File: config.mk
export PLATFORM = sky130hd
export DESIGN_NAME = rot_issue_buffer
export DESIGN_NICKNAME = d
export VERILOG_FILES = /design/src/rtl/rot_issue_buffer.sv
export SDC_FILE = /design/constraint.sdc
export NUM_CORES = 1
export LEC_CHECK = 0
export ABC_AREA = 1
export CAP_MARGIN = 5
export CELL_PAD_IN_SITES_DETAIL_PLACEMENT = 1
export CELL_PAD_IN_SITES_GLOBAL_PLACEMENT = 1
export CORE_MARGIN = 2
export CORE_UTILIZATION = 30
export DETAILED_ROUTE_END_ITERATION = 10
export GPL_TIMING_DRIVEN = 1
export HOLD_SLACK_MARGIN = 0.1
export PLACE_DENSITY = 0.79
export SETUP_SLACK_MARGIN = 0.4
export SYNTH_ARGS = -nofsm -noshare
export SYNTH_HDL_FRONTEND = slang
export SYNTH_SLANG_ARGS = --single-unit
File: constraint.sdc
create_clock -name clk -period 2 [get_ports clk]
set_clock_uncertainty 0.05 [all_clocks]
set_input_delay 0.5 -clock clk [delete_from_list [all_inputs] [get_ports clk]]
set_output_delay 0.5 -clock clk [all_outputs]
set_load 0.1 [all_outputs]
File: src/rtl/rot_issue_buffer.sv
// rot_issue_buffer: valid/ready shell around a fixed-latency, non-stallable rotate
// pipeline. Requests go straight to the shifter. A delay line tracks each request's
// valid bit and tag. Results land in an output FIFO. Issue is credit-limited so that
// every accepted request is guaranteed a FIFO slot when its result arrives.
module rot_issue_buffer #(
  parameter int DATA_WIDTH = 32,
  parameter int NUM_STAGES = 1,
  parameter int FIFO_DEPTH = 4,
  parameter int TAG_WIDTH  = 4,
  localparam int SA_W  = (DATA_WIDTH > 1) ? $clog2(DATA_WIDTH) : 1,
  localparam int CNT_W = $clog2(FIFO_DEPTH + 1)
) (
  input  logic                  clk,
  input  logic                  reset_n,
  input  logic                  in_valid,
  output logic                  in_ready,
  input  logic [DATA_WIDTH-1:0] in_data,
  input  logic [SA_W-1:0]       in_amount,
  input  logic [TAG_WIDTH-1:0]  in_tag,
  output logic [DATA_WIDTH-1:0] sh_data_in,
  output logic [SA_W-1:0]       sh_shift_amount,
  input  logic [DATA_WIDTH-1:0] sh_data_out,
  output logic                  out_valid,
  input  logic                  out_ready,
  output logic [DATA_WIDTH-1:0] out_data,
  output logic [TAG_WIDTH-1:0]  out_tag,
  output logic [CNT_W-1:0]      fifo_count,
  output logic [CNT_W-1:0]      in_flight
);

  // A shifter with zero stages still needs one tracking stage.
  localparam int L     = (NUM_STAGES < 1) ? 1 : NUM_STAGES;
  localparam int PTR_W = $clog2(FIFO_DEPTH);

  logic                  r_vld [L];
  logic [TAG_WIDTH-1:0]  r_tag [L];
  logic [DATA_WIDTH-1:0] r_mem_data [FIFO_DEPTH];
  logic [TAG_WIDTH-1:0]  r_mem_tag  [FIFO_DEPTH];
  logic [PTR_W-1:0]      r_wr_ptr;
  logic [PTR_W-1:0]      r_rd_ptr;
  logic [CNT_W-1:0]      r_count;
  logic [CNT_W-1:0]      r_in_flight;

  logic                  w_accept;
  logic                  w_push;
  logic                  w_pop;
  logic                  w_out_valid;
  logic [CNT_W:0]        w_credits_used;

  // Credits come from registers only, so in_ready never depends on out_ready/in_valid.
  assign w_credits_used = {1'b0, r_count} + {1'b0, r_in_flight};
  assign in_ready       = w_credits_used < (CNT_W + 1)'(FIFO_DEPTH);

  assign w_accept    = in_valid && in_ready;
  assign w_push      = r_vld[L-1];
  assign w_out_valid = (r_count != '0);
  assign w_pop       = w_out_valid && out_ready;

  // The shifter samples every edge; only accepted requests are tracked below.
  assign sh_data_in      = in_data;
  assign sh_shift_amount = in_amount;

  assign out_valid  = w_out_valid;
  assign out_data   = r_mem_data[r_rd_ptr];
  assign out_tag    = r_mem_tag[r_rd_ptr];
  assign fifo_count = r_count;
  assign in_flight  = r_in_flight;

  // Delay line: stage L-1 valid means sh_data_out currently holds that request's result.
  always_ff @(posedge clk or negedge reset_n) begin
    if (!reset_n) begin
      for (int i = 0; i < L; i++) begin
        r_vld[i] <= 1'b0;
        r_tag[i] <= '0;
      end
    end else begin
      r_vld[0] <= w_accept;
      r_tag[0] <= in_tag;
      for (int i = 1; i < L; i++) begin
        r_vld[i] <= r_vld[i-1];
        r_tag[i] <= r_tag[i-1];
      end
    end
  end

  // Output FIFO storage and pointers; pointers wrap naturally at the power-of-2 depth.
  always_ff @(posedge clk or negedge reset_n) begin
    if (!reset_n) begin
      for (int i = 0; i < FIFO_DEPTH; i++) begin
        r_mem_data[i] <= '0;
        r_mem_tag[i]  <= '0;
      end
      r_wr_ptr <= '0;
      r_rd_ptr <= '0;
    end else begin
      if (w_push) begin
        r_mem_data[r_wr_ptr] <= sh_data_out;
        r_mem_tag[r_wr_ptr]  <= r_tag[L-1];
        r_wr_ptr             <= r_wr_ptr + PTR_W'(1);
      end
      if (w_pop) begin
        r_rd_ptr <= r_rd_ptr + PTR_W'(1);
      end
    end
  end

  // Occupancy and in-flight counters; simultaneous inc/dec cancel out.
  always_ff @(posedge clk or negedge reset_n) begin
    if (!reset_n) begin
      r_count     <= '0;
      r_in_flight <= '0;
    end else begin
      r_count     <= r_count + CNT_W'(w_push) - CNT_W'(w_pop);
      r_in_flight <= r_in_flight + CNT_W'(w_accept) - CNT_W'(w_push);
    end
  end

  // Credit scheme guarantees a free slot for every arriving result.
  a_no_overflow: assert property (@(posedge clk) disable iff (!reset_n)
    !(w_push && !w_pop && (r_count == CNT_W'(FIFO_DEPTH))));

  // Outstanding work never exceeds the FIFO capacity.
  a_credit_bound: assert property (@(posedge clk) disable iff (!reset_n)
    w_credits_used <= (CNT_W + 1)'(FIFO_DEPTH));

endmodule

==> run summary, run 1 <==
Crit path largest cell delay: 0.51 ns
GP Congestion: 0.718
First-pass iteration count of the detailed router: 4
Cell Rows: 57
Vias: 5979
Fmax: 439 MHz
Simple-Gate Fraction of Synth Area: 0.163
Post-Synth Adder-Cell Area: 0.0220
Setup_tns: -9.12 ns
Worst Tran Pin Value: 0.420 ns
Initial antenna violation count: 0
Antenna-violating nets left: 0
Cell Area, Synth: 7510 um2
CTS clk-pin slew, worst paths: 0.06 ns
CP Cell Sequence: ha_4 > nand3_4 > nand3_4 > clkinvlp_4 > buf_6 > buf_12
GR Util All Layers: 0.156
Clk sinks: 159
Synth Flop Type: dfrtp_1
CP most frequent cell: nand3_4
Minimum clock period: 2.28 ns
Syn-to-layout area delta: 37.0%
RSZ-0062 raised after global routing: true
Slew HR: 0.720
Synth Area in XOR/XNOR: 0.00583
Post-route insts no fill: 1283
Post-Synthesis Cells: 887
Async S/R FF share, synth: 1.00
Failing checks: negative setup slack
Core area: 24500 um2
Worst EP arrival: 1.73 ns
Hpwl dp: 12.6 mm
Post-synth EDFFs: 0
Largest family of logic cells by synthesized area: simple AND/OR/NAND/NOR gates
CP required: 1.45 ns
Via-per-instance ratio: 4.66
CTS tree: yes
Compound-cell area share of the yosys netlist: 0.157
First-pass GRT wire length: 32.6 mm
Clk root buf: clkbuf_16
Wire per inst: 15.1 um
# IOs: 158
Final WL: 19.4 mm
Slew Viols, Final: 0
Multiplexer area fraction after synthesis: 0
Synth warn: 0
Netlist cell types: 18
Die Y: 162 um
Max stage delay cell, worst path: dfrtp_4
Vias in the first global route: 6441
Clock Tree Buf Depth: 2
Final setup vio count: 42
Crit. End Element: output pin
Register bit count reported by yosys: 159
Drt drc: 0
Mapped Nets: 976
Port bufs: 83
DIE WIDTH: 162 um
Filler cell count: 2740
Startpoint Class: flop
Final setup margin: -0.278 ns
Placed instance count: 1238
Tcrit/Tclk final: 1.14
Hold Path Class: reg -> reg
Register area share after synthesis: 0.530
GRT overflow: 0
Largest net degree at the start of global routing: 46
Worst slack, placed: -0.397 ns
Avg Synthesized Cell Area: 8.46 um2
Layout cells sized above 1: 0.209
Crit-path max FO: 2
CTS buffer count: 17
Initial DRC Count: 291
H-tree depth: 4
Die area: 26300 um2
Max-cap viol count: 0
Final net count: 1036
CP Class: reg -> out
ANT cells: 0
Clk_lat worst skew: 0.41 ns
Status: finished, violations left
Starting Density: 0.307
Final hold violation count: 0
## metrics by stage
stage	instance area [um2]	utilization	hold WS (ns)
detailed placement	9370	0.383	0.408
global placement	9370	0.383	0.402
floorplan	7920	-	0.154
finish	10300	0.421	0.435
global route	10300	0.421	0.464
CTS	10100	0.413	0.438
## layout make-up
| cell class | instances | area (um2) | share of cell area |
|---|---|---|---|
| clock buffer | 22 | 444 | 0.0432 |
| clock inverter | 9 | 161 | 0.0157 |
| inverter | 89 | 345 | 0.0336 |
| multi-input combinational | 550 | 3080 | 0.299 |
| sequential | 159 | 4000 | 0.389 |
| tap | 324 | 405 | 0.0394 |
| timing repair buffer | 130 | 1860 | 0.180 |
## cells in the mapped netlist, types with 4 or more instances
cell type	instances	area, um2
buf_2	36	180
buf_4	48	360
buf_6	4	45.0
dfrtp_1	159	3980
ha_1	10	125
inv_1	87	327
nand2_1	233	875
nand2_4	4	45.0
nand3_1	4	20.0
nor2_1	75	282
o211ai_1	36	270
o21ai_0	113	566
o21ai_1	68	340
## routing by layer
layer | share of wire | wire [um] | track usage | up-vias
met4 | 0.0095 | 184 | 0.0447 | 0
met5 | 0 | 0 | 0 | -
met2 | 0.52 | 10000 | 0.273 | 72
li1 | - | - | - | 2905
met3 | 0.024 | 459 | 0.0253 | 13
met1 | 0.45 | 8760 | 0.198 | 2989
## worst max-delay path, delay by kind of cell, from the launching register on
kind	cells	cell delay (ns)
adder cells (fa/ha/maj)	1	0.28
buffers and inverters	3	0.37
flip-flops	1	0.51
AND/OR/NAND/NOR	2	0.14
## layout by cell type (no fill, tap or decap), drive strengths merged
| cell | count |
|---|---|
| buf | 90 |
| bufinv | 4 |
| clkbuf | 23 |
| clkdlybuf4s50 | 38 |
| clkinv | 3 |
| clkinvlp | 3 |
| dfrtp | 159 |
| dlygate4sd3 | 1 |
| fa | 2 |
| ha | 10 |
| inv | 88 |
| nand2 | 237 |
| nand3 | 4 |
| nor2 | 75 |
| o211ai | 36 |
| o21ai | 181 |
| xnor2 | 2 |
| xor2 | 3 |
## flip-flops by register name, indices dropped and copies added (netlist names)
name and count:
in_flight 3, r_wr_ptr 2, r_rd_ptr 2, fifo_count 3, r_mem_data 128, r_vld 1
r_tag 4, r_mem_tag 16
## worst paths after layout
check / start / slack [ns] / endpoint / cells past startpoint
worst max-delay path: fifo_count[1] / -0.28 / in_ready / 6
worst min-delay path: r_mem_data[127] / 0.43 / r_mem_data[127] / 2
worst max register to register: fifo_count[1] / -0.27 / fifo_count[2] / 13
worst min register to register: r_mem_data[127] / 0.43 / r_mem_data[127] / 2
max in group asynchronous: reset_n / 0.76 / r_mem_data[105] / 3
min in group asynchronous: reset_n / 0.52 / in_flight[2] / 2
## cells by family (layout without fill, tap and decap cells)
| group | count (synthesis) | after routing |
|---|---|---|
| xor+xnor | 5 | 5 |
| compound gates | 217 | 217 |
| buf+inv | 178 | 250 |
| fa+ha+maj | 12 | 12 |
| flops | 159 | 159 |
| simple gates | 316 | 316 |
## timing repair
action,in CTS,in global routing
hold buffers,1,0
pin swaps,7,7
endpoints found under the setup margin,50,71
gates cloned,0,1
setup buffers,7,5
gates resized for setup,25,27
endpoints found under the hold margin,33,0
Power of run 1 is left out: the tool's default activity adds up to more than one toggle a clock period on the data nets, which glitch-free logic cannot reach.
==> run 2: changes to the inputs <==
--- a/config.mk
+++ b/config.mk
@@ -7,14 +7,14 @@
 export LEC_CHECK = 0
 export ABC_AREA = 1
 export CAP_MARGIN = 5
-export CELL_PAD_IN_SITES_DETAIL_PLACEMENT = 1
-export CELL_PAD_IN_SITES_GLOBAL_PLACEMENT = 1
+export CELL_PAD_IN_SITES_DETAIL_PLACEMENT = 0
+export CELL_PAD_IN_SITES_GLOBAL_PLACEMENT = 2
 export CORE_MARGIN = 2
-export CORE_UTILIZATION = 30
+export CORE_UTILIZATION = 27
 export DETAILED_ROUTE_END_ITERATION = 10
 export GPL_TIMING_DRIVEN = 1
 export HOLD_SLACK_MARGIN = 0.1
-export PLACE_DENSITY = 0.79
+export PLACE_DENSITY = 0.87
 export SETUP_SLACK_MARGIN = 0.4
 export SYNTH_ARGS = -nofsm -noshare
 export SYNTH_HDL_FRONTEND = slang
==> run summary, run 2 (synthesis gave the netlist of run 1 again) <==
Status: finished, violations left
Failing checks: negative setup slack
Via-per-instance ratio: 4.30 (-7.7%)
Clock Tree Buf Depth: 2 (unchanged)
Area of the multi-input gates: 3080 um2 (unchanged)
Tcrit/Tclk final: 1.15 (+0.00621)
Worst Hold Launch: r_mem_data[41]
Slew HR: 0.650 (-0.0704)
CP required: 1.45 ns (about the same)
First-pass iteration count of the detailed router: 5 (+1)
Crit path capture: in_ready
ANT cells: 0 (unchanged)
Setup_tns: -10.10 ns (-0.978 ns)
Core area: 27600 um2 (+13%)
Clk_lat worst skew: 0.43 ns (+0.02 ns)
CP most frequent cell: nand3_4
Buf/Inv on CP: 3 (unchanged)
Design area: 10500 um2 (+2.3%)
DIE WIDTH: 171 um (+5.3%)
RSZ-0062 raised after global routing: true
Cell Rows: 61 (+7.0%)
Critical path depth: 6 (unchanged)
Slew Viols, Final: 0 (unchanged)
Hpwl dp: 11.0 mm (-13%)
Critical Path Source: fifo_count[1]
Final Util: 0.382 (-0.0386)
Vias in the first global route: 5822 (-9.6%)
CP Class: reg -> out
CTS tree: yes
Final setup vio count: 43 (+2.4%)
First-pass GRT wire length: 30.0 mm (-7.9%)
Worst EP arrival: 1.74 ns (about the same)
Antenna-violating nets left: 0 (unchanged)
Largest registers: r_mem_data: 128 flops, r_mem_tag: 16 flops, r_tag: 4 flops
GRT overflow: 0 (unchanged)
GP Congestion: 0.702 (-2.2%)
R2R depth: 11 (-2)
Flip-flop and latch area: 4000 um2 (unchanged)
Final hold violation count: 0 (unchanged)
Worst r2r src: fifo_count[1]
Crit. End Element: output pin
GR Util All Layers: 0.131 (-0.0250)
Final setup margin: -0.290 ns (-0.0124 ns)
Final WL: 18.7 mm (-3.8%)
Clk sinks: 159 (unchanged)
Flop2flop setup slack: -0.24 ns (+0.03 ns)
Worst Tran Pin Value: 0.525 ns (+0.106 ns)
Syn-to-layout area delta: 40.2%
Fmax: 437 MHz (-0.54%)
Layout cells sized above 1: 0.218 (+0.00920)
Die Y: 171 um (+5.3%)
Commonest cells after routing, fill and taps aside: 194 x nand2_1, 152 x dfrtp_1, 89 x o21ai_1
Die area: 29200 um2 (+11%)
Crit-path max FO: 2 (unchanged)
Filler cell count: 2784 (+1.6%)
Max-cap viol count: 0 (unchanged)
CP Cell Sequence: ha_4 > nand3_4 > nand3_4 > clkinvlp_4 > buf_6 > buf_12
Vias: 5797 (-3.0%)
Initial antenna violation count: 0 (unchanged)
Largest net degree at the start of global routing: 51 (+11%)
# IOs: 158 (unchanged)
Starting Density: 0.273 (-0.0344)
Initial DRC Count: 266 (-8.6%)
Most common cell after layout, fill and taps aside: nand2_1
Max reg flops: 128 (unchanged)
Hold Path Class: reg -> reg
Placed instance area: 9440 um2 (+0.75%)
Minimum clock period: 2.29 ns (+0.0124 ns)
Final net count: 1047 (+1.1%)
H-tree depth: 4 (unchanged)
Most flops, register: r_mem_data
RR Endpoint: in_flight[1]
Critical path's top delay family: flip-flops
Wire per inst: 13.9 um (-8.4%)
Drt drc: 0 (unchanged)
CTS clk-pin slew, worst paths: 0.06 ns (about the same)
Max stage delay cell, worst path: dfrtp_4
Crit path largest cell delay: 0.49 ns (-0.02 ns)
Port bufs: 83 (unchanged)
Clk root buf: clkbuf_16
CTS buffer count: 17 (unchanged)
Worst Hold Slack: 0.434 ns (-0.000903 ns)
Startpoint Class: flop
run 2: cell types whose count changed in the layout (fill, tap and decap cells not counted), sizes merged:
| cell | previous run | this run |
|---|---|---|
| nand2 | 237 | 238 |
| buf | 90 | 99 |
| inv | 88 | 86 |
| clkinv | 3 | 4 |
| bufinv | 4 | 7 |
| clkbuf | 23 | 21 |
run 2: final cells by class:
cell class | instances | area share
clock inverter | 11 | 0.0227
timing repair buffer | 140 | 0.186
multi-input combinational | 551 | 0.292
clock buffer | 19 | 0.0411
tap | 378 | 0.0449
inverter | 89 | 0.0330
sequential | 159 | 0.380
run 2: per-layer routing:
metal  share of wire  GRT usage  routed length [um]
met1            0.47      0.170                8860
met2            0.48      0.219                8950
met3           0.037     0.0310                 696
met4          0.0097     0.0334                 181
met5               0          0                   0
run 2: repair_timing:
item,in CTS,in global routing
pin swaps,7,12
hold buffers,1,0
hold endpoints to repair,43,0
resized for setup,31,26
gates cloned,0,5
setup buffers,3,14
setup endpoints to repair,50,80
run 2: worst min-delay path: stages (launching register included):
cell and delay, ns:
dfrtp_1 0.34, nand2_1 0.05, o21ai_0 0.06
run 2: metrics by stage:
stage	setup WS [ns]	instances
global route	-0.368	1347
CTS	-0.289	1328
global placement	-0.321	1294
detailed placement	-0.305	1294
finish	-0.290	1347
floorplan	-0.827	887
run 2: how the worst min path moves through the flow:
| stage | endpoint | slack, ns | depth (start not counted) |
|---|---|---|---|
| 2_1_floorplan | in_flight[0] | 0.15 | 0 |
| 3_3_place_gp | r_mem_data[7] | 0.41 | 2 |
| 3_5_place_dp | r_mem_data[5] | 0.42 | 2 |
| 4_1_cts | r_mem_data[117] | 0.44 | 2 |
| 5_1_grt | r_mem_data[56] | 0.46 | 2 |
| 6_report | r_mem_data[41] | 0.43 | 2 |
Power of run 2 is left out for the same reason.
==> run 3: changes to the inputs <==
--- a/config.mk
+++ b/config.mk
@@ -6,6 +6,7 @@
 export NUM_CORES = 1
 export LEC_CHECK = 0
 export ABC_AREA = 1
+export ABC_CLOCK_PERIOD_IN_PS = 2000
 export CAP_MARGIN = 5
 export CELL_PAD_IN_SITES_DETAIL_PLACEMENT = 0
 export CELL_PAD_IN_SITES_GLOBAL_PLACEMENT = 2
==> results of run 3 <==
No change in the layout: final DEF, timing and power equal those of run 2.
Power of run 3 is left out for the same reason.
